File: config.mk
export PLATFORM = sky130hd
export DESIGN_NAME = dtcm_port_arbiter
export DESIGN_NICKNAME = d
export VERILOG_FILES = /design/src/rtl/dtcm_port_arbiter_pkg.sv /design/src/rtl/dtcm_port_arbiter_tag_fifo.sv /design/src/rtl/dtcm_port_arbiter.sv
export SDC_FILE = /design/constraint.sdc
export NUM_CORES = 1
export LEC_CHECK = 0
export CAP_MARGIN = 20
export CORE_AREA = 4 4 119 121
export CTS_CLUSTER_SIZE = 30
export DETAILED_ROUTE_END_ITERATION = 8
export DIE_AREA = 0 0 123 125
export PLACE_DENSITY = 0.51
export SLEW_MARGIN = 20
export SYNTH_ARGS = -nofsm -noshare
export SYNTH_HDL_FRONTEND = slang
export SYNTH_SLANG_ARGS = --single-unit
File: constraint.sdc
create_clock -name cpu_clk -period 3.65 [get_ports cpu_clk]
set_input_delay 0.9125 -clock cpu_clk [delete_from_list [all_inputs] [get_ports cpu_clk]]
set_output_delay 0.9125 -clock cpu_clk [all_outputs]
set_load 0.01 [all_outputs]
File: src/rtl/dtcm_port_arbiter_pkg.sv
// Shared constants for the DTCM port arbiter: read-owner tag values and tag FIFO depth.
package dtcm_port_arbiter_pkg;
    localparam logic DTCM_ARB_TAG_CORE   = 1'b0;
    localparam logic DTCM_ARB_TAG_SYS    = 1'b1;
    localparam int   DTCM_ARB_FIFO_DEPTH = 2;
endpackage

File: src/rtl/dtcm_port_arbiter_tag_fifo.sv
// dtcm_arb_tag_fifo: 2-entry, 1-bit owner-tag FIFO tracking outstanding DTCM reads in issue order.
module dtcm_arb_tag_fifo
    import dtcm_port_arbiter_pkg::*;
(
    input  logic       cpu_clk,
    input  logic       cpu_rstn,
    input  logic       push,
    input  logic       push_tag,
    input  logic       pop,
    output logic       head_tag,
    output logic [1:0] count,
    output logic       can_push
);
    localparam logic [1:0] FULL = 2'(DTCM_ARB_FIFO_DEPTH);

    logic [DTCM_ARB_FIFO_DEPTH-1:0] tags;
    logic wr_ptr;
    logic rd_ptr;
    logic do_push;
    logic do_pop;

    // A pop on an empty FIFO is a stray return and is ignored; a pop frees a slot for a same-cycle push.
    assign do_pop   = pop && (count != 2'd0);
    assign can_push = (count < FULL) || do_pop;
    assign do_push  = push && can_push;
    assign head_tag = tags[rd_ptr];

    always_ff @(posedge cpu_clk or negedge cpu_rstn) begin
        if (!cpu_rstn) begin
            wr_ptr <= 1'b0;
            rd_ptr <= 1'b0;
            count  <= 2'd0;
        end else begin
            if (do_push)
                wr_ptr <= ~wr_ptr;
            if (do_pop)
                rd_ptr <= ~rd_ptr;
            if (do_push && !do_pop)
                count <= count + 2'd1;
            else if (do_pop && !do_push)
                count <= count - 2'd1;
        end
    end

    always_ff @(posedge cpu_clk) begin
        if (do_push)
            tags[wr_ptr] <= push_tag;
    end
endmodule

File: src/rtl/dtcm_port_arbiter.sv
// Shares the DTCM port between the core data path and the system slave port; routes read returns in order.
// Optional fair mode (sys anti-starvation) is enabled by defining KRV_DTCM_ARB_FAIR_EN.
module dtcm_port_arbiter
    import dtcm_port_arbiter_pkg::*;
#(
    parameter int DATA_WIDTH   = 32,
    parameter int ADDR_WIDTH   = 32,
    parameter int STARVE_LIMIT = 4
) (
    input  logic                  cpu_clk,
    input  logic                  cpu_rstn,
    input  logic                  core_access,
    input  logic                  core_rd0_wr1,
    input  logic [3:0]            core_byte_strobe,
    input  logic [DATA_WIDTH-1:0] core_write_data,
    input  logic [ADDR_WIDTH-1:0] core_addr,
    output logic                  core_ready,
    output logic [DATA_WIDTH-1:0] core_read_data,
    output logic                  core_read_data_valid,
    input  logic                  sys_access,
    input  logic                  sys_rd0_wr1,
    input  logic [3:0]            sys_byte_strobe,
    input  logic [DATA_WIDTH-1:0] sys_write_data,
    input  logic [ADDR_WIDTH-1:0] sys_addr,
    output logic                  sys_ready,
    output logic [DATA_WIDTH-1:0] sys_read_data,
    output logic                  sys_read_data_valid,
    output logic                  dtcm_access,
    output logic                  dtcm_rd0_wr1,
    output logic [3:0]            dtcm_byte_strobe,
    output logic [DATA_WIDTH-1:0] dtcm_write_data,
    output logic [ADDR_WIDTH-1:0] dtcm_addr,
    input  logic                  dtcm_ready,
    input  logic [DATA_WIDTH-1:0] dtcm_read_data,
    input  logic                  dtcm_read_data_valid
);
    if (STARVE_LIMIT < 1 || STARVE_LIMIT > 15) begin : g_bad_limit
        $error("dtcm_port_arbiter: STARVE_LIMIT must be within 1..15");
    end

    logic       pop;
    logic       push;
    logic       push_tag;
    logic       head_tag;
    logic       can_push;
    logic [1:0] fifo_count;
    logic       ret_valid;
    logic       core_elig;
    logic       sys_elig;
    logic       core_win;
    logic       sys_win;

    // Every request and return is qualified with cpu_rstn so all outputs read 0 while reset is held.
    assign pop       = cpu_rstn && dtcm_read_data_valid;
    assign core_elig = cpu_rstn && core_access && dtcm_ready && (core_rd0_wr1 || can_push);
    assign sys_elig  = cpu_rstn && sys_access && dtcm_ready && (sys_rd0_wr1 || can_push);
    assign sys_win   = sys_elig && !core_win;

`ifdef KRV_DTCM_ARB_FAIR_EN
    localparam logic [3:0] LIMIT = 4'(STARVE_LIMIT);

    logic [3:0] starve_cnt;
    logic       force_sys;

    assign core_win = core_elig && !(force_sys && sys_elig);

    always_ff @(posedge cpu_clk or negedge cpu_rstn) begin
        if (!cpu_rstn) begin
            starve_cnt <= 4'd0;
            force_sys  <= 1'b0;
        end else if (sys_win) begin
            starve_cnt <= 4'd0;
            force_sys  <= 1'b0;
        end else if (sys_elig && core_win && (starve_cnt < LIMIT)) begin
            starve_cnt <= starve_cnt + 4'd1;
            if (starve_cnt + 4'd1 == LIMIT)
                force_sys <= 1'b1;
        end
    end
`else
    assign core_win = core_elig;
`endif

    assign core_ready = core_win;
    assign sys_ready  = sys_win;
    assign push       = (core_win && !core_rd0_wr1) || (sys_win && !sys_rd0_wr1);
    assign push_tag   = sys_win ? DTCM_ARB_TAG_SYS : DTCM_ARB_TAG_CORE;

    dtcm_arb_tag_fifo u_tag_fifo (
        .cpu_clk  (cpu_clk),
        .cpu_rstn (cpu_rstn),
        .push     (push),
        .push_tag (push_tag),
        .pop      (pop),
        .head_tag (head_tag),
        .count    (fifo_count),
        .can_push (can_push)
    );

    always_comb begin
        dtcm_access      = 1'b0;
        dtcm_rd0_wr1     = 1'b0;
        dtcm_byte_strobe = 4'd0;
        dtcm_write_data  = '0;
        dtcm_addr        = '0;
        if (core_win) begin
            dtcm_access      = 1'b1;
            dtcm_rd0_wr1     = core_rd0_wr1;
            dtcm_byte_strobe = core_byte_strobe;
            dtcm_write_data  = core_write_data;
            dtcm_addr        = core_addr;
        end else if (sys_win) begin
            dtcm_access      = 1'b1;
            dtcm_rd0_wr1     = sys_rd0_wr1;
            dtcm_byte_strobe = sys_byte_strobe;
            dtcm_write_data  = sys_write_data;
            dtcm_addr        = sys_addr;
        end
    end

    // Returns with no tag outstanding are dropped rather than routed to either port.
    assign ret_valid            = pop && (fifo_count != 2'd0);
    assign core_read_data_valid = ret_valid && (head_tag == DTCM_ARB_TAG_CORE);
    assign sys_read_data_valid  = ret_valid && (head_tag == DTCM_ARB_TAG_SYS);
    assign core_read_data       = core_read_data_valid ? dtcm_read_data : '0;
    assign sys_read_data        = sys_read_data_valid ? dtcm_read_data : '0;
endmodule
==> flow_summary.toml <==
[global_routing]
antenna_found_initial = 0
gr-total-overflow = 0
gr-usage-all-layers = 0.146
grt_max_degree = 36
grt_pass1_vias = 3077
grt_pass1_wl_mm = 17.6

[timing]
setup_violations = 0
timing.fmax_mhz = 280
fin_setup_tns_ps = 0
fin_worst_skew_ps = 1.66
tightest_slew_ps = 639
rsz0062_at_grt = "yes"
hold_viol_final = 0
report.final.slew_viol_count = 0
fin_crit_sh = 0.980
maxSlewHeadroom = 0.574
fin_crit_ps = 3580

[power]
leakagePower_nw = 2.88
ir_drop_uv = 143
p_per_area_nw_per_um2 = 213

[synth]
ys_ff_latch = 6
ys_warn_count = 0
ys_seq_area_frac = 0.106
synthTopCellsByArea = "a22o_1, nor2_1, nand2_1, dfrtp_1, buf_6"
ys_types = 23
synth_top_cell_by_area = "a22o_1"
avgSynthCellArea_um2 = 6.75
synth_nets = 400
synth_area_um2 = 1510
synthCells = 223
yosys.area.top_type_share = 0.407

[routing]
num_vias = 2965
via_per_inst = 4.12
drt_wl_total_mm = 12.3
wire_per_inst_um = 17.1
drtAntennaViolNets = 0
first_iter_violations = 97
firstDrtPassIters = 4
drc = 0

[worst_hold_path]
min_path_type = "reg -> reg"
worstHoldEndpoint = "u_tag_fifo.wr_ptr"
min_from = "u_tag_fifo.wr_ptr"
min_path_cells = 1

[clock_network]
htreeDepth = 1
cts_buffer_depth = 2
clk_pin_slew_worst_paths_ps = 30
cts_tree = "done"
cts.sinks = 6
ctsRootBufferMaster = "clkbuf_16"
clk_latency_ps = 230
cts_hold_buf = 0
cts-buffers-inserted = 3

[placement]
gp_congestion = 0.840
port_buffers = 313
placed_cells = 708
dpl.hpwl_mm = 10.0

[worst_setup_path]
slowest_delay_ps = 490
path_cells = "clkdlybuf4s50_1 > buf_4 > nand2_1 > nor2_4 > buf_4 > bufbuf_16 > nand2_1 > nor2_1 > clkdlybuf4s15_1"
cp-start-kind = "primary input"
r2r_end = "u_tag_fifo.count[1]"
arrival_ps = 2660
crit_required_ps = 2740
crit_fanout = 16
reg2reg_setup_slack_ps = 1660
crit_slowest_cell = "clkdlybuf4s50_1"
regToRegStartpoint = "u_tag_fifo.count[1]"
ff2ff_path_depth = 9
endpoint_kind = "primary output"
critPathKind = "in -> out"

[die]
die_x_um = 123
die_h_um = 125
ios = 314
dieArea_um2 = 15400
num_rows = 42
start_util = 0.115
core-area_um2 = 13100

[run_status]
status = "completed"

[finish]
seqCellArea_um2 = 160
nets = 721
insertedDiodeCount = 0
synthToLayoutAreaGrowth_pct = 236
nFillCells = 1357
drive_gt1_frac = 0.0939
stdcell_count = 719
multi_input_area_um2 = 1210

[flow_run]
cap_violations = 0
[area by class of cell]
| cell class | count | share of cell area |
|---|---|---|
| Tap cell | 176 | 0.0436 |
| Clock buffer | 4 | 0.0156 |
| Timing Repair Buffer | 339 | 0.667 |
| Sequential cell | 6 | 0.0317 |
| Inverter | 4 | 0.00346 |
| Multi-Input combinational cell | 190 | 0.239 |
[placed cells by master, fill, tap and decap left out, drive strengths merged]
cell | netlist | routed
dlymetal6s2s | 0 | 31
mux2i | 1 | 1
xor2 | 2 | 2
clkbuf | 6 | 16
dlygate4sd2 | 0 | 80
a22o | 70 | 70
xnor2 | 3 | 3
o2111ai | 1 | 1
nand2b | 1 | 1
clkdlybuf4s15 | 0 | 13
dfrtp | 4 | 4
buf | 17 | 24
a221o | 1 | 1
nor2 | 72 | 72
o21ai | 1 | 1
nand3 | 1 | 1
and3 | 1 | 1
mux2 | 1 | 1
nand2 | 34 | 34
clkdlybuf4s50 | 0 | 177
ha | 1 | 1
bufbuf | 0 | 2
edfxtp | 2 | 2
inv | 4 | 4
[cell usage after synthesis]
library cell  number
buf_2              8
mux2i_1            1
nand3_1            1
xnor2_1            3
o21ai_4            1
ha_1               1
nor2_1            71
mux2_2             1
nor2_8             1
nand2b_2           1
o2111ai_2          1
inv_4              1
a22o_1            70
xor2_1             2
and3_1             1
edfxtp_1           2
buf_4              1
clkbuf_1           6
nand2_1           34
buf_6              8
inv_1              3
dfrtp_1            4
a221o_2            1
[cell families (layout without fill, tap and decap cells)]
logic type               count (synthesis)  after routing  synth area share
AO/OA/AOI/OAI                           73             73             0.436
adder cells (fa/ha/maj)                  1              1           0.00831
multiplexers                             2              2            0.0141
flip-flops                               6              6             0.106
AND/OR/NAND/NOR                        109            109             0.288
buffers and inverters                   27            347             0.118
XOR/XNOR                                 5              5            0.0291
[layer usage]
metal	vias to the layer above	part of all wire	GRT usage
met5	-	0	0
met4	0	0.017	0.0306
met3	10	0.12	0.0547
met2	179	0.50	0.267
met1	1332	0.36	0.159
li1	1444	-	-
[through the flow]
stage                util  power (mW)  hold slack [ps]  setup WS [ps]  instance area (µm²)
floorplan               -       0.432              467            862                 1510
global placement    0.377       0.927              488           -182                 4930
detailed placement  0.377       0.929              490           -192                 4930
CTS                 0.381        1.10              497          -59.2                 4980
global route        0.386        1.16              514          -40.1                 5060
finish              0.386        1.08              494           74.5                 5060
[power breakdown]
group / total, mW / internal (mW) / switching (mW)
clock network: 0.183 / 0.145 / 0.0383
registers: 0.130 / 0.0954 / 0.0344
logic: 0.766 / 0.433 / 0.333
total: 1.08 / 0.673 / 0.406
[registers in the layout (all words and copies together) (netlist names)]
name	cells
u_tag_fifo.wr_ptr	1
u_tag_fifo.tags	2
u_tag_fifo.rd_ptr	1
u_tag_fifo.count	2
[repair_timing]
action,in CTS,in global routing
setup buffers,2,3
endpoints found under the setup margin,96,43
pin swaps,2,2
resized for setup,108,69
cloned,2,0
[worst max-delay path, delay by kind of cell]
family,cells,cell delay (ps)
buffers and inverters,5,1270
and+or+nand+nor,4,470
[worst max-delay path by stage]
stage | slack, ps | endpoint | from | cells past startpoint
final | 70 | core_read_data[23] | dtcm_read_data_valid | 9
after global routing | -40 | core_read_data[23] | dtcm_read_data_valid | 9
after CTS | -60 | dtcm_addr[29] | core_access | 9
after detailed placement | -190 | dtcm_addr[27] | cpu_rstn | 7
after global placement | -180 | dtcm_addr[9] | cpu_rstn | 7
after floorplan | 860 | dtcm_addr[27] | dtcm_read_data_valid | 5
No activity file was read; power rests on OpenSTA's default activity.
